File: src/rtl/cdb_arbiter_if.sv
// Common data bus arbiter interface: FU completion inputs, per-FU back-pressure
// and the registered ROB writeback port.
interface cdb_arbiter_if #(
  parameter int unsigned NUM_REQ      = 2,
  parameter int unsigned GPR_SIZE     = 64,
  parameter int unsigned ROB_IDX_SIZE = 4
);
  localparam int unsigned SrcW = (NUM_REQ > 1) ? $clog2(NUM_REQ) : 1;

  logic [NUM_REQ-1:0]              in_fu_done;
  logic [NUM_REQ*ROB_IDX_SIZE-1:0] in_fu_dst_rob_index;
  logic [NUM_REQ*GPR_SIZE-1:0]     in_fu_value;
  logic [NUM_REQ-1:0]              in_fu_set_nzcv;
  logic [NUM_REQ*4-1:0]            in_fu_nzcv;
  logic [NUM_REQ-1:0]              out_fu_ready;
  logic                            in_rob_ready;
  logic                            out_rob_done;
  logic [ROB_IDX_SIZE-1:0]         out_rob_dst_rob_index;
  logic [GPR_SIZE-1:0]             out_rob_value;
  logic                            out_rob_set_nzcv;
  logic [3:0]                      out_rob_nzcv;
  logic [SrcW-1:0]                 out_rob_src_id;

  // Driven by the FUs and the ROB.
  modport master (
    output in_fu_done, in_fu_dst_rob_index, in_fu_value, in_fu_set_nzcv, in_fu_nzcv,
    output in_rob_ready,
    input  out_fu_ready, out_rob_done, out_rob_dst_rob_index, out_rob_value,
    input  out_rob_set_nzcv, out_rob_nzcv, out_rob_src_id
  );

  // Seen by the arbiter.
  modport slave (
    input  in_fu_done, in_fu_dst_rob_index, in_fu_value, in_fu_set_nzcv, in_fu_nzcv,
    input  in_rob_ready,
    output out_fu_ready, out_rob_done, out_rob_dst_rob_index, out_rob_value,
    output out_rob_set_nzcv, out_rob_nzcv, out_rob_src_id
  );
endinterface

File: src/rtl/cdb_arbiter.sv
// Common data bus arbiter: one holding slot per FU, round-robin selection of one
// completion per cycle into a registered ROB writeback port, with flush.
module cdb_arbiter #(
  parameter int unsigned NUM_REQ      = 2,
  parameter int unsigned GPR_SIZE     = 64,
  parameter int unsigned ROB_IDX_SIZE = 4
) (
  input logic          in_clk,
  input logic          in_rst,
  input logic          in_flush,
  cdb_arbiter_if.slave bus
);
  localparam int unsigned SrcW = (NUM_REQ > 1) ? $clog2(NUM_REQ) : 1;

  typedef struct packed {
    logic [ROB_IDX_SIZE-1:0] idx;
    logic [GPR_SIZE-1:0]     value;
    logic                    set_nzcv;
    logic [3:0]              nzcv;
  } payload_t;

  logic [NUM_REQ-1:0] slot_valid_q, slot_valid_d;
  payload_t           slot_q [NUM_REQ];
  payload_t           slot_d [NUM_REQ];
  payload_t           fu_in  [NUM_REQ];
  logic               rob_done_q, rob_done_d;
  payload_t           rob_q, rob_d;
  logic [SrcW-1:0]    src_id_q, src_id_d;
  logic [SrcW-1:0]    rr_ptr_q, rr_ptr_d;
  logic [NUM_REQ-1:0] grant;
  logic [NUM_REQ-1:0] fu_ready;
  logic [SrcW-1:0]    grant_id;
  logic               grant_any;
  logic               out_free;

  // Unpack the flat per-FU completion buses.
  always_comb begin
    for (int i = 0; i < int'(NUM_REQ); i++) begin
      fu_in[i].idx      = bus.in_fu_dst_rob_index[i*ROB_IDX_SIZE +: ROB_IDX_SIZE];
      fu_in[i].value    = bus.in_fu_value[i*GPR_SIZE +: GPR_SIZE];
      fu_in[i].set_nzcv = bus.in_fu_set_nzcv[i];
      fu_in[i].nzcv     = bus.in_fu_nzcv[i*4 +: 4];
    end
  end

  // Round-robin grant: first valid slot at or after rr_ptr, only when the output can take it.
  always_comb begin
    int pos;
    out_free  = !rob_done_q || bus.in_rob_ready;
    grant     = '0;
    grant_id  = '0;
    grant_any = 1'b0;
    pos       = 0;
    if (out_free) begin
      for (int k = 0; k < int'(NUM_REQ); k++) begin
        pos = int'(rr_ptr_q) + k;
        if (pos >= int'(NUM_REQ)) pos = pos - int'(NUM_REQ);
        for (int i = 0; i < int'(NUM_REQ); i++) begin
          if (!grant_any && (pos == i) && slot_valid_q[i]) begin
            grant_any = 1'b1;
            grant[i]  = 1'b1;
            grant_id  = SrcW'(i);
          end
        end
      end
    end
  end

  // A slot may accept when empty or draining this cycle; flush and reset block all FUs.
  always_comb begin
    for (int i = 0; i < int'(NUM_REQ); i++) begin
      fu_ready[i] = in_rst && !in_flush && (!slot_valid_q[i] || grant[i]);
    end
  end

  // Next state: flush clears everything but rr_ptr; otherwise grant then capture.
  always_comb begin
    slot_valid_d = slot_valid_q;
    slot_d       = slot_q;
    rob_done_d   = rob_done_q;
    rob_d        = rob_q;
    src_id_d     = src_id_q;
    rr_ptr_d     = rr_ptr_q;
    if (in_flush) begin
      slot_valid_d = '0;
      rob_done_d   = 1'b0;
    end else begin
      if (grant_any) begin
        rob_done_d = 1'b1;
        src_id_d   = grant_id;
        rr_ptr_d   = (grant_id == SrcW'(NUM_REQ - 1)) ? '0 : grant_id + SrcW'(1);
        for (int i = 0; i < int'(NUM_REQ); i++) begin
          if (grant[i]) begin
            rob_d           = slot_q[i];
            slot_valid_d[i] = 1'b0;
          end
        end
      end else if (out_free) begin
        rob_done_d = 1'b0;
      end
      // Capture after the drain so a same-cycle refill keeps the slot valid.
      for (int i = 0; i < int'(NUM_REQ); i++) begin
        if (bus.in_fu_done[i] && fu_ready[i]) begin
          slot_d[i]       = fu_in[i];
          slot_valid_d[i] = 1'b1;
        end
      end
    end
  end

  // State registers with synchronous active-low reset.
  always_ff @(posedge in_clk) begin
    if (!in_rst) begin
      slot_valid_q <= '0;
      for (int i = 0; i < int'(NUM_REQ); i++) slot_q[i] <= '0;
      rob_done_q   <= 1'b0;
      rob_q        <= '0;
      src_id_q     <= '0;
      rr_ptr_q     <= '0;
    end else begin
      slot_valid_q <= slot_valid_d;
      slot_q       <= slot_d;
      rob_done_q   <= rob_done_d;
      rob_q        <= rob_d;
      src_id_q     <= src_id_d;
      rr_ptr_q     <= rr_ptr_d;
    end
  end

  assign bus.out_fu_ready          = fu_ready;
  assign bus.out_rob_done          = rob_done_q;
  assign bus.out_rob_dst_rob_index = rob_q.idx;
  assign bus.out_rob_value         = rob_q.value;
  assign bus.out_rob_set_nzcv      = rob_q.set_nzcv;
  assign bus.out_rob_nzcv          = rob_q.nzcv;
  assign bus.out_rob_src_id        = src_id_q;
endmodule

File: src/flat_wrapper.sv
// flat-port wrapper written by rule: the top's interface ports become plain ports
module cdb_arbiter_flat 
#(
  parameter int unsigned NUM_REQ      = 2,
  parameter int unsigned GPR_SIZE     = 64,
  parameter int unsigned ROB_IDX_SIZE = 4
)
  (in_clk, in_rst, in_flush, bus_in_fu_done, bus_in_fu_dst_rob_index, bus_in_fu_value, bus_in_fu_set_nzcv, bus_in_fu_nzcv, bus_in_rob_ready, bus_out_fu_ready, bus_out_rob_done, bus_out_rob_dst_rob_index, bus_out_rob_value, bus_out_rob_set_nzcv, bus_out_rob_nzcv, bus_out_rob_src_id);
  cdb_arbiter_if #(.NUM_REQ(NUM_REQ), .GPR_SIZE(GPR_SIZE), .ROB_IDX_SIZE(ROB_IDX_SIZE)) bus_i ();
  input logic in_clk;
  input logic in_rst;
  input logic in_flush;
  input wire logic [$bits(bus_i.in_fu_done)-1:0] bus_in_fu_done;
  input wire logic [$bits(bus_i.in_fu_dst_rob_index)-1:0] bus_in_fu_dst_rob_index;
  input wire logic [$bits(bus_i.in_fu_value)-1:0] bus_in_fu_value;
  input wire logic [$bits(bus_i.in_fu_set_nzcv)-1:0] bus_in_fu_set_nzcv;
  input wire logic [$bits(bus_i.in_fu_nzcv)-1:0] bus_in_fu_nzcv;
  input wire logic [$bits(bus_i.in_rob_ready)-1:0] bus_in_rob_ready;
  output wire logic [$bits(bus_i.out_fu_ready)-1:0] bus_out_fu_ready;
  output wire logic [$bits(bus_i.out_rob_done)-1:0] bus_out_rob_done;
  output wire logic [$bits(bus_i.out_rob_dst_rob_index)-1:0] bus_out_rob_dst_rob_index;
  output wire logic [$bits(bus_i.out_rob_value)-1:0] bus_out_rob_value;
  output wire logic [$bits(bus_i.out_rob_set_nzcv)-1:0] bus_out_rob_set_nzcv;
  output wire logic [$bits(bus_i.out_rob_nzcv)-1:0] bus_out_rob_nzcv;
  output wire logic [$bits(bus_i.out_rob_src_id)-1:0] bus_out_rob_src_id;
  assign bus_i.in_fu_done = bus_in_fu_done;
  assign bus_i.in_fu_dst_rob_index = bus_in_fu_dst_rob_index;
  assign bus_i.in_fu_value = bus_in_fu_value;
  assign bus_i.in_fu_set_nzcv = bus_in_fu_set_nzcv;
  assign bus_i.in_fu_nzcv = bus_in_fu_nzcv;
  assign bus_i.in_rob_ready = bus_in_rob_ready;
  assign bus_out_fu_ready = bus_i.out_fu_ready;
  assign bus_out_rob_done = bus_i.out_rob_done;
  assign bus_out_rob_dst_rob_index = bus_i.out_rob_dst_rob_index;
  assign bus_out_rob_value = bus_i.out_rob_value;
  assign bus_out_rob_set_nzcv = bus_i.out_rob_set_nzcv;
  assign bus_out_rob_nzcv = bus_i.out_rob_nzcv;
  assign bus_out_rob_src_id = bus_i.out_rob_src_id;
  cdb_arbiter #(.NUM_REQ(NUM_REQ), .GPR_SIZE(GPR_SIZE), .ROB_IDX_SIZE(ROB_IDX_SIZE)) u_core (.in_clk(in_clk), .in_rst(in_rst), .in_flush(in_flush), .bus(bus_i));
endmodule
File: config.mk
export PLATFORM = sky130hd
export DESIGN_NAME = cdb_arbiter_flat
export DESIGN_NICKNAME = d
export VERILOG_FILES = /design/src/rtl/cdb_arbiter_if.sv /design/src/rtl/cdb_arbiter.sv /design/src/flat_wrapper.sv
export SDC_FILE = /design/constraint.sdc
export NUM_CORES = 1
export LEC_CHECK = 0
export CORE_ASPECT_RATIO = 1.2
export CORE_MARGIN = 2
export CORE_UTILIZATION = 40
export DETAILED_ROUTE_END_ITERATION = 16
export PLACE_DENSITY = 0.68
export SYNTH_ARGS = -nofsm -noshare
export SYNTH_HDL_FRONTEND = slang
export SYNTH_SLANG_ARGS = --single-unit
File: constraint.sdc
create_clock -name in_clk -period 3 [get_ports in_clk]
set_input_delay 0.3 -clock in_clk [delete_from_list [all_inputs] [get_ports in_clk]]
set_output_delay 0.3 -clock in_clk [all_outputs]
set_load 0.02 [all_outputs]
Word-level counts from Yosys, hierarchy flattened
Index checks and enable logic that the tools add are counted.
{"block": "word_totals", "regBits": 224, "in_bits": 152, "elab_cells": 93}
{"block": "op_classes", "add_sub_neg": 4, "n_lt_le_gt_ge": 2, "eq_ne": 2, "n_mux": 29, "bitwise": 2, "n_reduce_logical": 37}
{"cell": "73-bit two-way mux", "n": 2}
{"cell": "32-bit two-way mux", "n": 4}
{"cell": "32-bit by 2-bit equality test with 1-bit output (second input constant)", "n": 2}
{"cell": "32-bit zero test", "n": 2}
{"cell": "32-bit by 3-bit greater-or-equal comparator with 1-bit output (second input constant)", "n": 1}
{"cell": "32-bit by 3-bit subtractor with 32-bit output (second input constant)", "n": 1}
{"cell": "1-bit two-way mux", "n": 21}
{"cell": "1-bit logical AND", "n": 12}
{"cell": "2-bit nonzero test", "n": 6}
{"cell": "2-bit AND reduction", "n": 5}
{"cell": "1-bit zero test", "n": 7}
{"cell": "2-bit two-way mux", "n": 2}
{"cell": "1-bit logical OR", "n": 3}
{"cell": "3-bit AND reduction", "n": 1}
{"cell": "1-bit by 2-bit subtractor with 3-bit output (second input constant)", "n": 1}
{"cell": "1-bit by 1-bit adder with 2-bit output (second input constant)", "n": 1}
{"cell": "1-bit by 2-bit greater-or-equal comparator with 1-bit output (second input constant)", "n": 1}
{"cell": "1-bit inverter", "n": 2}
{"cell": "2-bit OR reduction", "n": 1}
{"cell": "1-bit adder (second input constant)", "n": 1}

Longest topological paths before layout
{"block": "logic_depth", "ltp_word": 27, "ltp_mapped": 6, "depth_no_buf": 4}

Worst setup path after synthesis
Ideal clock, no wire load.
{"block": "synth_timing", "kind": "input port to output port", "start": "input port in_rst", "end": "output port bus_out_fu_ready[1]", "arrival_ns": 1.090, "path_slack_ns": 1.610, "cell_stages": 4, "n_path_buf": 2, "path_cell_list": "buf_2 > buf_2 > nand2b_1 > a21oi_1"}
{"block": "synth_between", "elab_chain_cells": 2}
{"item": "start, declared", "line": "flat_wrapper.sv:11", "source": "input logic in_rst;"}
{"item": "1-bit logical AND (2 in a row)", "line": "cdb_arbiter.sv:72", "source": "fu_ready[i] = in_rst && !in_flush && (!slot_valid_q[i] || grant[i]);"}
{"item": "end, declared", "line": "flat_wrapper.sv:19", "source": "output wire logic [$bits(bus_i.out_fu_ready)-1:0] bus_out_fu_ready;"}
Every way passes these cells.

Worst setup path after layout
{"block": "layout_timing", "start": "register u_core.rr_ptr_q", "end": "output port bus_out_fu_ready[1]"}
{"block": "layout_between", "elab_chain_cells": 24, "word_cells_on_any_way": 34, "classes_between": "3 x add/sub; 2 x order compare; 2 x eq/ne; 13 x mux; 14 x reduce/logical"}
{"item": "start, declared", "line": "cdb_arbiter.sv:29", "source": "logic [SrcW-1:0] rr_ptr_q, rr_ptr_d;"}
{"item": "start signal, assigned", "line": "cdb_arbiter.sv:126", "source": "rr_ptr_q <= rr_ptr_d;"}
{"item": "parallel branches: the longest is 20 deep, another holds 32-bit by 3-bit subtractor with 32-bit output"}
{"item": "1-bit two-way mux *", "line": "cdb_arbiter.sv:59", "source": "if (!grant_any && (pos == i) && slot_valid_q[i]) begin"}
{"item": "2-bit two-way mux *", "line": "cdb_arbiter.sv:54", "source": "if (out_free) begin"}
{"item": "1-bit logical OR *", "line": "cdb_arbiter.sv:72"}
{"item": "1-bit logical AND *", "line": "cdb_arbiter.sv:72"}
Every way passes the cells marked *. The select of a mux whose other input is x is not followed.

==> metrics.txt <==
GR Util met3=under 10%; PortBufs=roughly 230; Post CTS Setup Buffer Count=0; Setup TNS Final=0 ns; mux contribution to synthesized area=between 10% and 20%; Worst Path Buf+Inv=1; Most used DFF post-synth=dfxtp_1; Avg Vias per Cell=~5; Compound-Gate Fraction of Synth Area=about a tenth; Setup violations, final=0; die width=between 100 and 150 um; RSZ-0062 raised after global routing=false; post-CTS sizing=0; crit path max-delay cell type=clkdlybuf4s50_1; Final Max Slew Viols=0; drc violations=0; status=finished clean; clk_skew=0.00718 ns; Synth async-reset ratio=0%; first-pass detailed-route iteration total=5; Global Route Usage Sum=19.1%; Largest stage delay, worst path=around 0.64 ns; DR vias=roughly 7700; Sink Count=between 200 and 250; number of DRC markers in iteration 0=about 430; clock root cell=clkbuf_16; Hold Path Class=input pin to flop; leading area contributor after synthesis=dfxtp_1; worst-path maximum fanout=3; PwrDens=between 500 and 600 mW/mm2; die area=between 0.02 and 0.025 mm2; Synth Area in Simple Gates=around a fifth; CP cell instances=nand2b_1 > nand2_1 > a21oi_1 > clkdlybuf4s50_1; DP HPWL=14800 um; final WL=between 20000 and 25000 um; most frequent cells after synthesis=nand2_1 (440), dfxtp_1 (224), mux2i_1 (147), a31oi_1 (73), o21ai_0 (70); synth warn=0; GPL Wtd Cong=approximately 0.77; Lkg Pwr=between 4 and 5 nW; CP endpoint kind=output pin; minimum clock period=approximately 2.4 ns; vias in the first global route=7303; Ports=about 230; initial antenna violation count=0; Initial Utilization=about two fifths; global route total overflow=0; met2 usage=31.8%; post-synth net total=between 1000 and 1500; Max-Slew Margin vs Limit=~48%; Required @ worst endpoint=2.70 ns; final worst slack=around 0.64 ns; most common cell in the netlist=nand2_1; row count=60; hold_buf cts=0; H-Tree Depth=1; met1 Resource Use GR=24.8%; Antenna Nets Post-Route=0; fin crit share=approximately four fifths; Max rail drop VDD=between 0.3 and 0.4 mV; Max-Cap Viols=0; post-synth cell types=20; Adder-Cell Fraction of Synth Area=0%; WL/cell=15.3 um; maximum root-to-sink buffer count=3; Worst Path Class, Setup=flop to output pin; Synth Area in XOR/XNOR=0%; global-route wire length before repair=about 37000 um; clk_lat worst skew=0.50 ns; # diodes=0; ratio of cells with drive above 1 in the final layout=4.68%; Seq cells post-synth=between 200 and 250; CP delay by family, top=buffers and inverters; synthesis-to-finish area growth=35.5%; CP startpoint kind=flop; sequential area share after synthesis=about half; Syn Inst Count=between 1000 and 1500; nets=between 1000 and 1500; Die H=168 um; post-place setup slack=between 0.7 and 0.8 ns; largest net degree at the start of global routing=between 150 and 200; Slew @ Worst Pin=just under 0.8 ns; most used routing layer=met2; Worst-path clk slew=0.06 ns; Achievable Freq=between 0.4 and 0.5 GHz; mean post-synth cell area=~8.4 um2; Post-synth EDFFs=0; share of Yosys cell area claimed by the top area cell type=between 40% and 50%; Layout Utilization=about 55%; CTS buffer count=24; arrival time of the worst setup path=~2 ns; CTS tree=yes; largest family of logic cells by synthesized area=simple AND/OR/NAND/NOR gates; synth top area cells=dfxtp_1 (50%), nand2_1 (18%), mux2i_1 (16%), a31oi_1 (5.1%), o21ai_0 (3.9%); core area=0.0223 mm2; final hold viol count=0; Post-Synthesis Cell Area=around 0.009 mm2
## worst register-to-register path, cell delays in order (launching register included)
cell,delay [ns]
dfxtp_1,0.34
nand2b_1,0.20
nand2_1,0.15
a21oi_4,0.22
buf_4,0.49
mux2i_1,0.30
## kinds of logic (layout without fill, tap and decap cells)
group	Yosys count	after routing
multiplexers	147	147
AND/OR/NAND/NOR	455	455
buffers and inverters	88	283
AO/OA/AOI/OAI	153	153
flip-flops	224	224
## cells in the final DEF (no fill, tap or decap), drive strengths merged, types with 4 or more instances in the layout
cell           count
a21oi              5
a31oi             73
buf               13
clkbuf            33
clkdlybuf4s50    227
clkinv             7
dfxtp            224
mux2i            147
nand2            440
nand2b             4
nor2               5
o21ai             74
## state kept, by name (all words and copies together), names as in the netlist
register,count
u_core.bus.out_rob_dst_rob_index,4
u_core.bus.out_rob_set_nzcv,1
u_core.slot_q,146
u_core.slot_valid_q,2
u_core.rr_ptr_q,1
u_core.bus.out_rob_nzcv,4
u_core.bus.out_rob_src_id,1
u_core.bus.out_rob_done,1
u_core.bus.out_rob_value,64
## report_power, final
part | internal (mW) | switching (mW)
registers | 3.14 | 0.0840
clock network | 1.81 | 1.18
logic | 0.435 | 0.427
total | 5.39 | 1.69
## cell type report
class	instances	area (um2)
Multi-Input combinational cell	755	4110
Fill cell	2109	10100
Clock buffer	33	706
Timing Repair Buffer	240	2450
Sequential cell	224	4480
Tap cell	279	349
Clock inverter	10	104
## metal layers
| metal | part of all wire, % | vias to the layer above |
|---|---|---|
| li1 | - | 3885 |
| met1 | 44 | 3535 |
| met2 | 47 | 219 |
| met3 | 6.5 | 35 |
| met4 | 2.4 | 0 |
| met5 | 0 | - |
## worst paths after layout
path / depth (start not counted) / endpoint / startpoint / slack [ns]
min reg2reg: 2 / u_core.slot_q[67] / u_core.slot_q[67] / 0.46
min: 3 / u_core.slot_valid_q[0] / in_rst / 0.16
max: 4 / bus_out_fu_ready[1] / u_core.rr_ptr_q / 0.64
max reg2reg: 5 / u_core.slot_q[25] / u_core.rr_ptr_q / 1.23
## metrics by stage
step,hold slack [ns],std cells,instance area (um2),total power [mW]
after floorplan,0.417,1067,9010,3.73
after global placement,0.442,1498,11400,4.14
after detailed placement,0.446,1498,11400,4.15
after CTS,0.142,1541,12200,7.16
after global routing,0.192,1541,12200,7.36
final,0.163,1541,12200,7.08
(Power assumes the default switching activity.)
